### config.mk
export PLATFORM = sky130hd
export DESIGN_NAME = mem_dumper_flat
export DESIGN_NICKNAME = d
export VERILOG_FILES = /design/src/rtl/dump_pkg.sv /design/src/rtl/mem_dumper_if.sv /design/src/rtl/dump_rowbuf.sv /design/src/rtl/mem_dumper.sv /design/src/flat_wrapper.sv
export SDC_FILE = /design/constraint.sdc
export NUM_CORES = 1
export LEC_CHECK = 0
export CELL_PAD_IN_SITES_DETAIL_PLACEMENT = 1
export CELL_PAD_IN_SITES_GLOBAL_PLACEMENT = 1
export CORE_UTILIZATION = 40
export CTS_CLUSTER_DIAMETER = 60
export CTS_CLUSTER_SIZE = 14
export DETAILED_ROUTE_END_ITERATION = 10
export GPL_ROUTABILITY_DRIVEN = 1
export MAX_ROUTING_LAYER = met4
export PLACE_DENSITY_LB_ADDON = 0.1
export RECOVER_POWER = 25
export SYNTH_ARGS = -nofsm -noshare
export SYNTH_HDL_FRONTEND = slang
export SYNTH_SLANG_ARGS = --single-unit
### constraint.sdc
create_clock -name clk -period 11.4 [get_ports clk]
set_input_delay 2.85 -clock clk [delete_from_list [all_inputs] [get_ports clk]]
set_output_delay 2.85 -clock clk [all_outputs]
set_load 0.02 [all_outputs]
### src/rtl/dump_pkg.sv
// Shared types and character helpers for the hex-dump engine.
// Imported by the dumper top and its row buffer.
package dump_pkg;

    typedef enum logic [3:0] {
        S_IDLE,
        S_NL,
        S_ADDR,
        S_COLON,
        S_SEP,
        S_FETCH,
        S_CAP,
        S_HI,
        S_LO,
        S_GAP,
        S_ASC,
        S_TAIL,
        S_DONE
    } state_t;

    localparam logic [7:0] NL    = 8'h0a;
    localparam logic [7:0] SPC   = 8'h20;
    localparam logic [7:0] COLON = 8'h3a;

    function automatic logic [7:0] hex_digit(input logic [3:0] d);
        return (d < 4'd10) ? (8'h30 + {4'h0, d}) : (8'h57 + {4'h0, d});
    endfunction

    function automatic logic printable(input logic [7:0] b);
        return (b >= 8'h20) && (b <= 8'h7e);
    endfunction

endpackage

### src/rtl/mem_dumper_if.sv
// Memory read port and character stream of the hex-dump engine.
// master = dumper side, slave = memory / character sink side.
interface mem_dumper_if #(
    parameter int ASZ = 17
);
    logic [ASZ-1:0] mem_addr_o;
    logic           mem_rd_o;
    logic [7:0]     mem_data_i;
    logic [7:0]     char_o;
    logic           char_valid_o;
    logic           char_ready_i;

    modport master (
        output mem_addr_o,
        output mem_rd_o,
        input  mem_data_i,
        output char_o,
        output char_valid_o,
        input  char_ready_i
    );

    modport slave (
        input  mem_addr_o,
        input  mem_rd_o,
        output mem_data_i,
        input  char_o,
        input  char_valid_o,
        output char_ready_i
    );
endinterface

### src/rtl/dump_rowbuf.sv
// One-row byte store: written once per byte at capture, read
// asynchronously for both the hex digits and the ASCII column.
module dump_rowbuf #(
    parameter int ROW = 16,
    parameter int IW  = $clog2(ROW)
) (
    input  logic          clk,
    input  logic          i_we,
    input  logic [IW-1:0] i_waddr,
    input  logic [7:0]    i_wdata,
    input  logic [IW-1:0] i_raddr,
    output logic [7:0]    o_rdata
);
    logic [7:0] r_mem [ROW];

    always_ff @(posedge clk) begin
        if (i_we) r_mem[i_waddr] <= i_wdata;
    end

    assign o_rdata = r_mem[i_raddr];

endmodule

### src/rtl/mem_dumper.sv
// Hex-dump engine: walks an aligned memory region row by row and
// streams address, grouped hex bytes and an optional ASCII column.
module mem_dumper
    import dump_pkg::*;
#(
    parameter int         ASZ = 17,
    parameter int         ROW = 16,
    parameter int         GRP = 4,
    parameter logic [7:0] DOT = 8'h2e
) (
    input  logic           clk,
    input  logic           rst_n,
    input  logic           start_i,
    input  logic [ASZ-1:0] addr_i,
    input  logic [ASZ-1:0] len_i,
    input  logic           ascii_i,
    input  logic           abort_i,
    output logic           busy_o,
    output logic           done_o,
    mem_dumper_if.master   bus
);
    localparam int AHEX = (ASZ + 3) / 4;
    localparam int IW   = $clog2(ROW);
    localparam int DW   = (AHEX > 1) ? $clog2(AHEX) : 1;

    state_t r_state;
    state_t w_state_nxt;

    logic [ASZ-1:0]    r_row_addr;
    logic [ASZ:0]      r_rows;
    logic [IW-1:0]     r_idx;
    logic [DW-1:0]     r_dig;
    logic              r_gap;
    logic              r_ascii;

    logic              w_acc;
    logic              w_last_byte;
    logic              w_last_dig;
    logic              w_grp_end;
    logic              w_last_row;
    logic [ASZ:0]      w_span;
    logic [ASZ:0]      w_nrows;
    logic [AHEX*4-1:0] w_addr_pad;
    logic [3:0]        w_nib;
    logic [7:0]        w_rd_data;
    state_t            w_row_end;

    assign w_acc       = bus.char_valid_o & bus.char_ready_i;
    assign w_last_byte = (r_idx == IW'(ROW - 1));
    assign w_last_dig  = (r_dig == DW'(AHEX - 1));
    assign w_grp_end   = ((r_idx + 1'b1) & IW'(GRP - 1)) == '0;
    assign w_last_row  = (r_rows == (ASZ + 1)'(1));
    assign w_row_end   = w_last_row ? S_TAIL : S_NL;

    // Row count covers the bytes before addr_i inside the first row.
    assign w_span  = {1'b0, addr_i & ASZ'(ROW - 1)} + {1'b0, len_i};
    assign w_nrows = (w_span + (ASZ + 1)'(ROW - 1)) >> IW;

    assign w_addr_pad = (AHEX * 4)'(r_row_addr);
    assign w_nib = 4'(w_addr_pad >> (4 * (AHEX - 1 - int'(r_dig))));

    dump_rowbuf #(
        .ROW (ROW),
        .IW  (IW)
    ) u_rowbuf (
        .clk     (clk),
        .i_we    (r_state == S_CAP),
        .i_waddr (r_idx),
        .i_wdata (bus.mem_data_i),
        .i_raddr (r_idx),
        .o_rdata (w_rd_data)
    );

    always_ff @(posedge clk or negedge rst_n) begin
        if (!rst_n) r_state <= S_IDLE;
        else        r_state <= w_state_nxt;
    end

    always_comb begin
        w_state_nxt = r_state;
        unique case (r_state)
            S_IDLE:  if (start_i) w_state_nxt = (len_i == '0) ? S_DONE : S_NL;
            S_NL:    if (w_acc) w_state_nxt = S_ADDR;
            S_ADDR:  if (w_acc && w_last_dig) w_state_nxt = S_COLON;
            S_COLON: if (w_acc) w_state_nxt = S_SEP;
            S_SEP:   if (w_acc) w_state_nxt = S_FETCH;
            S_FETCH: w_state_nxt = S_CAP;
            S_CAP:   w_state_nxt = S_HI;
            S_HI:    if (w_acc) w_state_nxt = S_LO;
            S_LO: begin
                if (w_acc) begin
                    if (!w_last_byte) w_state_nxt = w_grp_end ? S_SEP : S_FETCH;
                    else if (r_ascii) w_state_nxt = S_GAP;
                    else              w_state_nxt = w_row_end;
                end
            end
            S_GAP:   if (w_acc && r_gap) w_state_nxt = S_ASC;
            S_ASC:   if (w_acc && w_last_byte) w_state_nxt = w_row_end;
            S_TAIL:  if (w_acc) w_state_nxt = S_DONE;
            S_DONE:  w_state_nxt = S_IDLE;
            default: w_state_nxt = S_IDLE;
        endcase
        if (abort_i && r_state != S_IDLE) w_state_nxt = S_IDLE;
    end

    always_ff @(posedge clk or negedge rst_n) begin
        if (!rst_n) begin
            r_row_addr <= '0;
            r_rows     <= '0;
            r_idx      <= '0;
            r_dig      <= '0;
            r_gap      <= 1'b0;
            r_ascii    <= 1'b0;
        end else begin
            unique case (r_state)
                S_IDLE: begin
                    r_idx <= '0;
                    r_dig <= '0;
                    if (start_i) begin
                        r_row_addr <= addr_i & ~ASZ'(ROW - 1);
                        r_rows     <= w_nrows;
                        r_ascii    <= ascii_i;
                    end
                end
                S_ADDR: if (w_acc) r_dig <= w_last_dig ? '0 : r_dig + 1'b1;
                S_LO: begin
                    if (w_acc) begin
                        r_idx <= r_idx + 1'b1;
                        r_gap <= 1'b0;
                        if (w_last_byte && !r_ascii) begin
                            r_row_addr <= r_row_addr + ASZ'(ROW);
                            r_rows     <= r_rows - 1'b1;
                        end
                    end
                end
                S_GAP: if (w_acc) r_gap <= 1'b1;
                S_ASC: begin
                    if (w_acc) begin
                        r_idx <= r_idx + 1'b1;
                        if (w_last_byte) begin
                            r_row_addr <= r_row_addr + ASZ'(ROW);
                            r_rows     <= r_rows - 1'b1;
                        end
                    end
                end
                default: ;
            endcase
        end
    end

    assign busy_o = (r_state != S_IDLE) && (r_state != S_DONE);
    assign done_o = (r_state == S_DONE);

    always_comb begin
        bus.char_valid_o = 1'b0;
        bus.char_o       = '0;
        bus.mem_rd_o     = 1'b0;
        bus.mem_addr_o   = '0;
        unique case (r_state)
            S_NL: begin
                bus.char_valid_o = 1'b1;
                bus.char_o       = NL;
            end
            S_ADDR: begin
                bus.char_valid_o = 1'b1;
                bus.char_o       = hex_digit(w_nib);
            end
            S_COLON: begin
                bus.char_valid_o = 1'b1;
                bus.char_o       = COLON;
            end
            S_SEP, S_GAP: begin
                bus.char_valid_o = 1'b1;
                bus.char_o       = SPC;
            end
            S_FETCH: begin
                bus.mem_rd_o   = 1'b1;
                bus.mem_addr_o = {r_row_addr[ASZ-1:IW], r_idx};
            end
            S_HI: begin
                bus.char_valid_o = 1'b1;
                bus.char_o       = hex_digit(w_rd_data[7:4]);
            end
            S_LO: begin
                bus.char_valid_o = 1'b1;
                bus.char_o       = hex_digit(w_rd_data[3:0]);
            end
            S_ASC: begin
                bus.char_valid_o = 1'b1;
                bus.char_o       = printable(w_rd_data) ? w_rd_data : DOT;
            end
            S_TAIL: begin
                bus.char_valid_o = 1'b1;
                bus.char_o       = NL;
            end
            default: ;
        endcase
    end

endmodule

### src/flat_wrapper.sv
// flat-port wrapper written by rule: the top's interface ports become plain ports
module mem_dumper_flat import dump_pkg::*;
#(
    parameter int         ASZ = 17,
    parameter int         ROW = 16,
    parameter int         GRP = 4,
    parameter logic [7:0] DOT = 8'h2e
)
  (clk, rst_n, start_i, addr_i, len_i, ascii_i, abort_i, busy_o, done_o, bus_mem_addr_o, bus_mem_rd_o, bus_mem_data_i, bus_char_o, bus_char_valid_o, bus_char_ready_i);
  mem_dumper_if #(.ASZ(ASZ)) bus_i ();
  input  logic clk;
  input  logic rst_n;
  input  logic start_i;
  input  logic [ASZ-1:0] addr_i;
  input  logic [ASZ-1:0] len_i;
  input  logic ascii_i;
  input  logic abort_i;
  output logic busy_o;
  output logic done_o;
  output wire logic [$bits(bus_i.mem_addr_o)-1:0] bus_mem_addr_o;
  output wire logic [$bits(bus_i.mem_rd_o)-1:0] bus_mem_rd_o;
  input wire logic [$bits(bus_i.mem_data_i)-1:0] bus_mem_data_i;
  output wire logic [$bits(bus_i.char_o)-1:0] bus_char_o;
  output wire logic [$bits(bus_i.char_valid_o)-1:0] bus_char_valid_o;
  input wire logic [$bits(bus_i.char_ready_i)-1:0] bus_char_ready_i;
  assign bus_mem_addr_o = bus_i.mem_addr_o;
  assign bus_mem_rd_o = bus_i.mem_rd_o;
  assign bus_i.mem_data_i = bus_mem_data_i;
  assign bus_char_o = bus_i.char_o;
  assign bus_char_valid_o = bus_i.char_valid_o;
  assign bus_i.char_ready_i = bus_char_ready_i;
  mem_dumper #(.ASZ(ASZ), .ROW(ROW), .GRP(GRP), .DOT(DOT)) u_core (.clk(clk), .rst_n(rst_n), .start_i(start_i), .addr_i(addr_i), .len_i(len_i), .ascii_i(ascii_i), .abort_i(abort_i), .busy_o(busy_o), .done_o(done_o), .bus(bus_i));
endmodule
==> results.ini, run 1 <==
[outcome]
status = complete, but fails checks
violations = max-capacitance violations, max-slew violations

[timing]
fmax_mhz = 143
worst_clock_skew_ps = 15.4
final.setup.tns_ps = 0
final_max_slew_viol_count = 45
finalHoldViolCount = 0
min_period_ps = 7000
rsz0062_at_grt = false
slew_headroom_pct = -79.3
finalSetupViolations = 0
period_share_pct = 61.4
worstMarginPinSlew_ps = 2690
setup_ws_ps = 4400

[grt]
grt_pass1_vias = 7096
grt_pass1_wl_um = 40700
use_met1_pct = 28.2
grt_util_met2_pct = 40.7
grt_use_met3_pct = 3.94
grt.total_usage_pct = 23.8
grt_overflow_total = 0
grt_max_degree = 45
antenna_found_initial = 0
gr-max-usage-layer = met2

[critical_path]
cpMaxStageDelayCell = mux4_1
crit_required_ps = 8550
path_max_fanout = 34
crit_family = buffers and inverters
critPathCaptureType = primary output
arrival_ps = 4150
start_kind = register
cp.buffers_inverters = 3
path_cells = buf_4 > mux4_1 > a22o_1 > nor2_8 > inv_1 > ha_1 > nand3b_1 > or3_1 > and3_1 > a221o_1 > clkdlybuf4s50_1
slowest_delay_ps = 620
crit_type = register to primary output

[cts]
path_clk_slew_ps = 80
clk_latency_ps = 430
cts_hold_buf = 0
cts_resized = 0
post_cts_buffers = 0
cts.htree.levels = 4
cts.path.max_buffers = 2
cts_tree = built
numCtsBuffers = 17
cts_sinks = 172
cts_root_buf = clkbuf_16

[floorplan]
rows = 55
die-area_mm2 = 0.0235
die_x_um = 153
io_pins = 77
die_h_um = 153
core_area_mm2 = 0.0226
initial_utilization_pct = 40.6

[synthesis]
netlist_instances = 773
synth_flop_cell = edfxtp_1
yosys_warnings = 0
ys_seq_elements = 172
synth_area_per_cell_um2 = 11.9
synthDistinctLibCells = 76
synth_nets = 842
synthArstFlopShare_pct = 25.6
synth_edf_count = 128
yosysSeqAreaShare_pct = 54.0
syn_area_mm2 = 0.00917

[worst_hold_path]
hold_path_class = register to register

[drt]
dr_total_vias = 6721
viasPerCell = 5.95
drtPass1Iterations = 5
wire_per_inst_um = 23.2
antenna_left = 0
wirelength_um = 26200
drc = 0
drtIter0Drc = 377

[cells_and_area]
drive_gt1_share_pct = 8.28
syn2layout_area_growth_pct = 16.3
layout_commonest_cell = edfxtp_1
fin_nets = 902
final_cell_mix = edfxtp_1 (128), clkdlybuf4s50_1 (74), nor2_1 (72), nand2_1 (71), o21ai_0 (52)
antenna_cells = 0

[job]
maxCapViolCount = 2

[place]
routabilityCongestion = 0.867
io_buffers = 75
hpwl_um = 18500
post-place-ws_ps = 4830

[power]
p_per_area_mw_per_mm2 = 188
ir_worst_vdd_mv = 0.108
leakage_uw = 0.00377

[stage by stage]
| step | power (uW) | area [um2] | std cells | utilization, % | hold slack [ps] |
|---|---|---|---|---|---|
| final | 2000 | 10700 | 1130 | 47.2 | 503 |
| after global routing | 2110 | 10700 | 1130 | 47.2 | 530 |
| after CTS | 2020 | 10700 | 1130 | 47.3 | 505 |
| after detailed placement | 1450 | 10100 | 1099 | 44.8 | 488 |
| after global placement | 1420 | 10100 | 1099 | 44.8 | 481 |
| after floorplan | 1220 | 9170 | 773 | - | 456 |
[flip-flops by register name, indices dropped and copies added (netlist names)]
name	count
u_core.r_idx	4
u_core.r_ascii	1
u_core.u_rowbuf.r_mem	128
u_core.r_rows	18
u_core.r_state	4
u_core.r_dig	3
u_core.r_gap	1
u_core.r_row_addr	13
[metal layers]
| layer | routed length (um) | vias up |
|---|---|---|
| li1 | - | 3080 |
| met2 | 13400 | 145 |
| met4 | 739 | 0 |
| met3 | 971 | 40 |
| met1 | 11100 | 3456 |
| met5 | 0 | - |
[synthesized netlist by cell type, drive strengths merged, types with 8 or more instances]
cell	instances	share of area (%)
nor2	76	3.5
nand4	8	0.55
nor4	8	0.55
xnor2	11	1.1
buf	13	1.5
nand3	17	0.93
dfrtp	44	12
a22oi	12	1.1
mux4	33	9.1
nand2b	8	0.55
mux2i	12	1.4
clkbuf	31	1.3
nor3	17	0.93
a21oi	41	2.3
nand2	72	3.0
inv	28	1.1
edfxtp	128	42
o21ai	54	2.9
and3	25	1.7
ha	21	2.9
[final timing paths]
kind / from / endpoint / slack, ps / cells past startpoint
setup / recovery: u_core.r_idx[0]$_DFFE_PN0P_ / bus_char_o[6] / 4400 / 11
hold / removal: u_core.r_rows[17]$_DFFE_PN0P_ / u_core.r_rows[17]$_DFFE_PN0P_ / 500 / 1
setup reg to reg: u_core.r_state[2]$_DFFE_PN0P_ / u_core.u_rowbuf.r_mem[2][6]$_DFFE_PP_ / 8130 / 4
hold reg to reg: u_core.r_rows[17]$_DFFE_PN0P_ / u_core.r_rows[17]$_DFFE_PN0P_ / 500 / 1
max in group asynchronous: rst_n / u_core.r_row_addr[7]$_DFFE_PN0P_ / 6500 / 2
min in group asynchronous: rst_n / u_core.r_row_addr[12]$_DFFE_PN0P_ / 3360 / 2
[cells by family after synthesis]
kind of cell             synth area share [%]
AND/OR/NAND/NOR                          14.7
AO/OA/AOI/OAI                            12.4
flip-flops                               54.0
buffers and inverters                    4.05
multiplexers                             10.6
adder cells (fa/ha/maj)                  2.87
XOR/XNOR                                 1.34
other                                  0.0409
[area by class of cell]
cell class,instances,area (um2)
Fill cell,2380,11900
Sequential cell,172,4940
Multi-Input combinational cell,527,3860
Timing Repair Buffer,85,813
Clock buffer,17,425
Tap cell,285,357
Clock inverter,14,149
Inverter,30,113
[report_power, final]
part	switching, uW	internal (uW)
clock	278	292
combinational	356	243
sequential	103	733
(Power assumes the default switching activity.)
==> inputs of run 2 (changes only) <==
==> constraint.sdc (replaced) <==
create_clock -name clk -period 6.3 [get_ports clk]
set_input_delay 1.575 -clock clk [delete_from_list [all_inputs] [get_ports clk]]
set_output_delay 1.575 -clock clk [all_outputs]
set_load 0.02 [all_outputs]
==> run 2 against run 1 <==
Compared with the run above: the flow still finishes with violations (max-capacitance violations, max-slew violations); register-to-register slack got worse by 5400 ps; via count decreased by 1.0%; power rose by 83%; clock skew is 1.9 ps lower; utilization rose by 0.43 points; wire length up 2.5%; critical endpoint is now bus_char_o[2]; largest power group unchanged.
==> results.ini, run 2 (synthesized netlist as in run 1, its figures left out) <==
[outcome]
status = complete, but fails checks
violations = max-capacitance violations, max-slew violations

[power]
leakage_uw = 0.00383
p_per_area_mw_per_mm2 = 342
ir_worst_vdd_mv = 0.202

[cells_and_area]
syn2layout_area_growth_pct = 17.4
layout_commonest_cell = edfxtp_1
fin_util_pct = 47.7
reg.largest.list = u_core.u_rowbuf.r_mem: 128 flops, u_core.r_rows: 18 flops, u_core.r_row_addr: 13 flops
largest_register = u_core.u_rowbuf.r_mem
final_cell_mix = edfxtp_1 (128), nor2_1 (72), nand2_1 (71), clkdlybuf4s50_1 (70), o21ai_0 (52)
drive_gt1_share_pct = 9.41
fillers = 2369
multi_input_area_mm2 = 0.00388
ff_latch_area_mm2 = 0.00494
largest_register_ffs = 128
fin_nets = 906

[timing]
rsz0062_at_grt = false
min_period_ps = 5740
worstMarginPinSlew_ps = 2740
fmax_mhz = 174
slew_headroom_pct = -82.4
finalHoldViolCount = 0
final.setup.tns_ps = 0
worst_clock_skew_ps = 13.5
period_share_pct = 91.1
finalSetupViolations = 0
final_max_slew_viol_count = 45

[critical_path]
crit_required_ps = 4720
critPathCaptureType = primary output
crit_family = multiplexers
cp.buffers_inverters = 3
cpMaxStageDelayCell = dfrtp_1
worstRegToRegCells = 10
crit_cells = 10
slowest_delay_ps = 650
arrival_ps = 4170
start_kind = register
path_cells = buf_4 > mux4_1 > mux4_2 > clkinv_1 > ha_1 > nand2_1 > mux2i_1 > o22ai_1 > a221o_1 > clkdlybuf4s50_1
path_max_fanout = 26
crit_type = register to primary output

[worst_hold_path]
hold_depth = 2
hold_path_class = register to register

[floorplan]
initial_utilization_pct = 40.6
die_h_um = 153
core_area_mm2 = 0.0226
io_pins = 77
die-area_mm2 = 0.0235
rows = 55
die_x_um = 153

[drt]
drtIter0Drc = 408
dr_total_vias = 6654
antenna_left = 0
viasPerCell = 5.86
drtPass1Iterations = 6
drc = 0
wire_per_inst_um = 23.6
wirelength_um = 26800

[cts]
numCtsBuffers = 17
cts_resized = 0
clk_latency_ps = 440
cts_tree = built
cts.path.max_buffers = 2
path_clk_slew_ps = 80
cts_hold_buf = 0
cts.htree.levels = 4
cts_sinks = 172
post_cts_buffers = 0
cts_root_buf = clkbuf_16

[place]
routabilityCongestion = 0.804
io_buffers = 75
hpwl_um = 18700

[grt]
grt_pass1_wl_um = 41700
grt_pass1_vias = 7120
antenna_found_initial = 1
grt.total_usage_pct = 24.5
grt_overflow_total = 0
grt_max_degree = 45

[job]
maxCapViolCount = 1

run 2: changes by cell type in the layout (fill, tap and decap cells not counted), sizes merged:
cell | previous run | this run
clkdlybuf4s50 | 74 | 70
buf | 9 | 14
diode | 0 | 1
clkbuf | 19 | 18
dlygate4sd3 | 0 | 4
inv | 35 | 34
clkinv | 8 | 10
run 2: tightest hold or removal path, delay by kind of cell (launching register included):
kind | cells | cell delay, ps
AOI/OAI and AO/OA | 1 | 60
DFF | 1 | 350
and+or+nand+nor | 1 | 60
run 2: where the power goes:
| group | switching, uW | internal (uW) | total [uW] |
|---|---|---|---|
| combinational | 641 | 439 | 1080 |
| sequential | 186 | 1330 | 1510 |
| clock | 544 | 541 | 1080 |
run 2: path summary, 6_finish.rpt:
check | start | slack (ps) | endpoint
worst max-delay path | u_core.r_idx[0]$_DFFE_PN0P_ | 560 | bus_char_o[2]
worst min-delay path | u_core.r_rows[10]$_DFFE_PN0P_ | 500 | u_core.r_rows[10]$_DFFE_PN0P_
worst max register to register | u_core.r_idx[0]$_DFFE_PN0P_ | 2720 | u_core.r_rows[7]$_DFFE_PN0P_
worst min register to register | u_core.r_rows[10]$_DFFE_PN0P_ | 500 | u_core.r_rows[10]$_DFFE_PN0P_
max in group asynchronous | rst_n | 2650 | u_core.r_dig[0]$_DFFE_PN0P_
min in group asynchronous | rst_n | 2090 | u_core.r_rows[3]$_DFFE_PN0P_
run 2: per-layer routing:
metal	routed length (um)	up-vias	GRT usage, %	part of all wire [%]
met5	0	-	-	0
li1	-	3083	-	-
met4	766	0	9.14	2.9
met3	939	44	3.74	3.5
met2	13500	148	41.3	50
met1	11700	3379	29.7	43
run 2: final cells by class:
cell class / count / area share (%)
antenna: 1 / 0.0233
inverter: 30 / 1.05
clock inverter: 15 / 1.77
tap: 285 / 3.32
timing repair buffer: 89 / 7.87
multi-input combinational: 527 / 36.0
clock buffer: 17 / 3.95
sequential: 172 / 46.0
run 2: per-stage QoR:
step | hold WS [ps] | power (uW) | cells | worst slack (ps) | cell area [um2]
2_1_floorplan | 456 | 2200 | 773 | 1790 | 9170
3_3_place_gp | 480 | 2580 | 1103 | 1060 | 10100
3_5_place_dp | 478 | 2620 | 1103 | 1030 | 10100
4_1_cts | 500 | 3700 | 1135 | 522 | 10800
5_1_grt | 541 | 3860 | 1136 | 378 | 10800
6_report | 505 | 3680 | 1136 | 559 | 10800
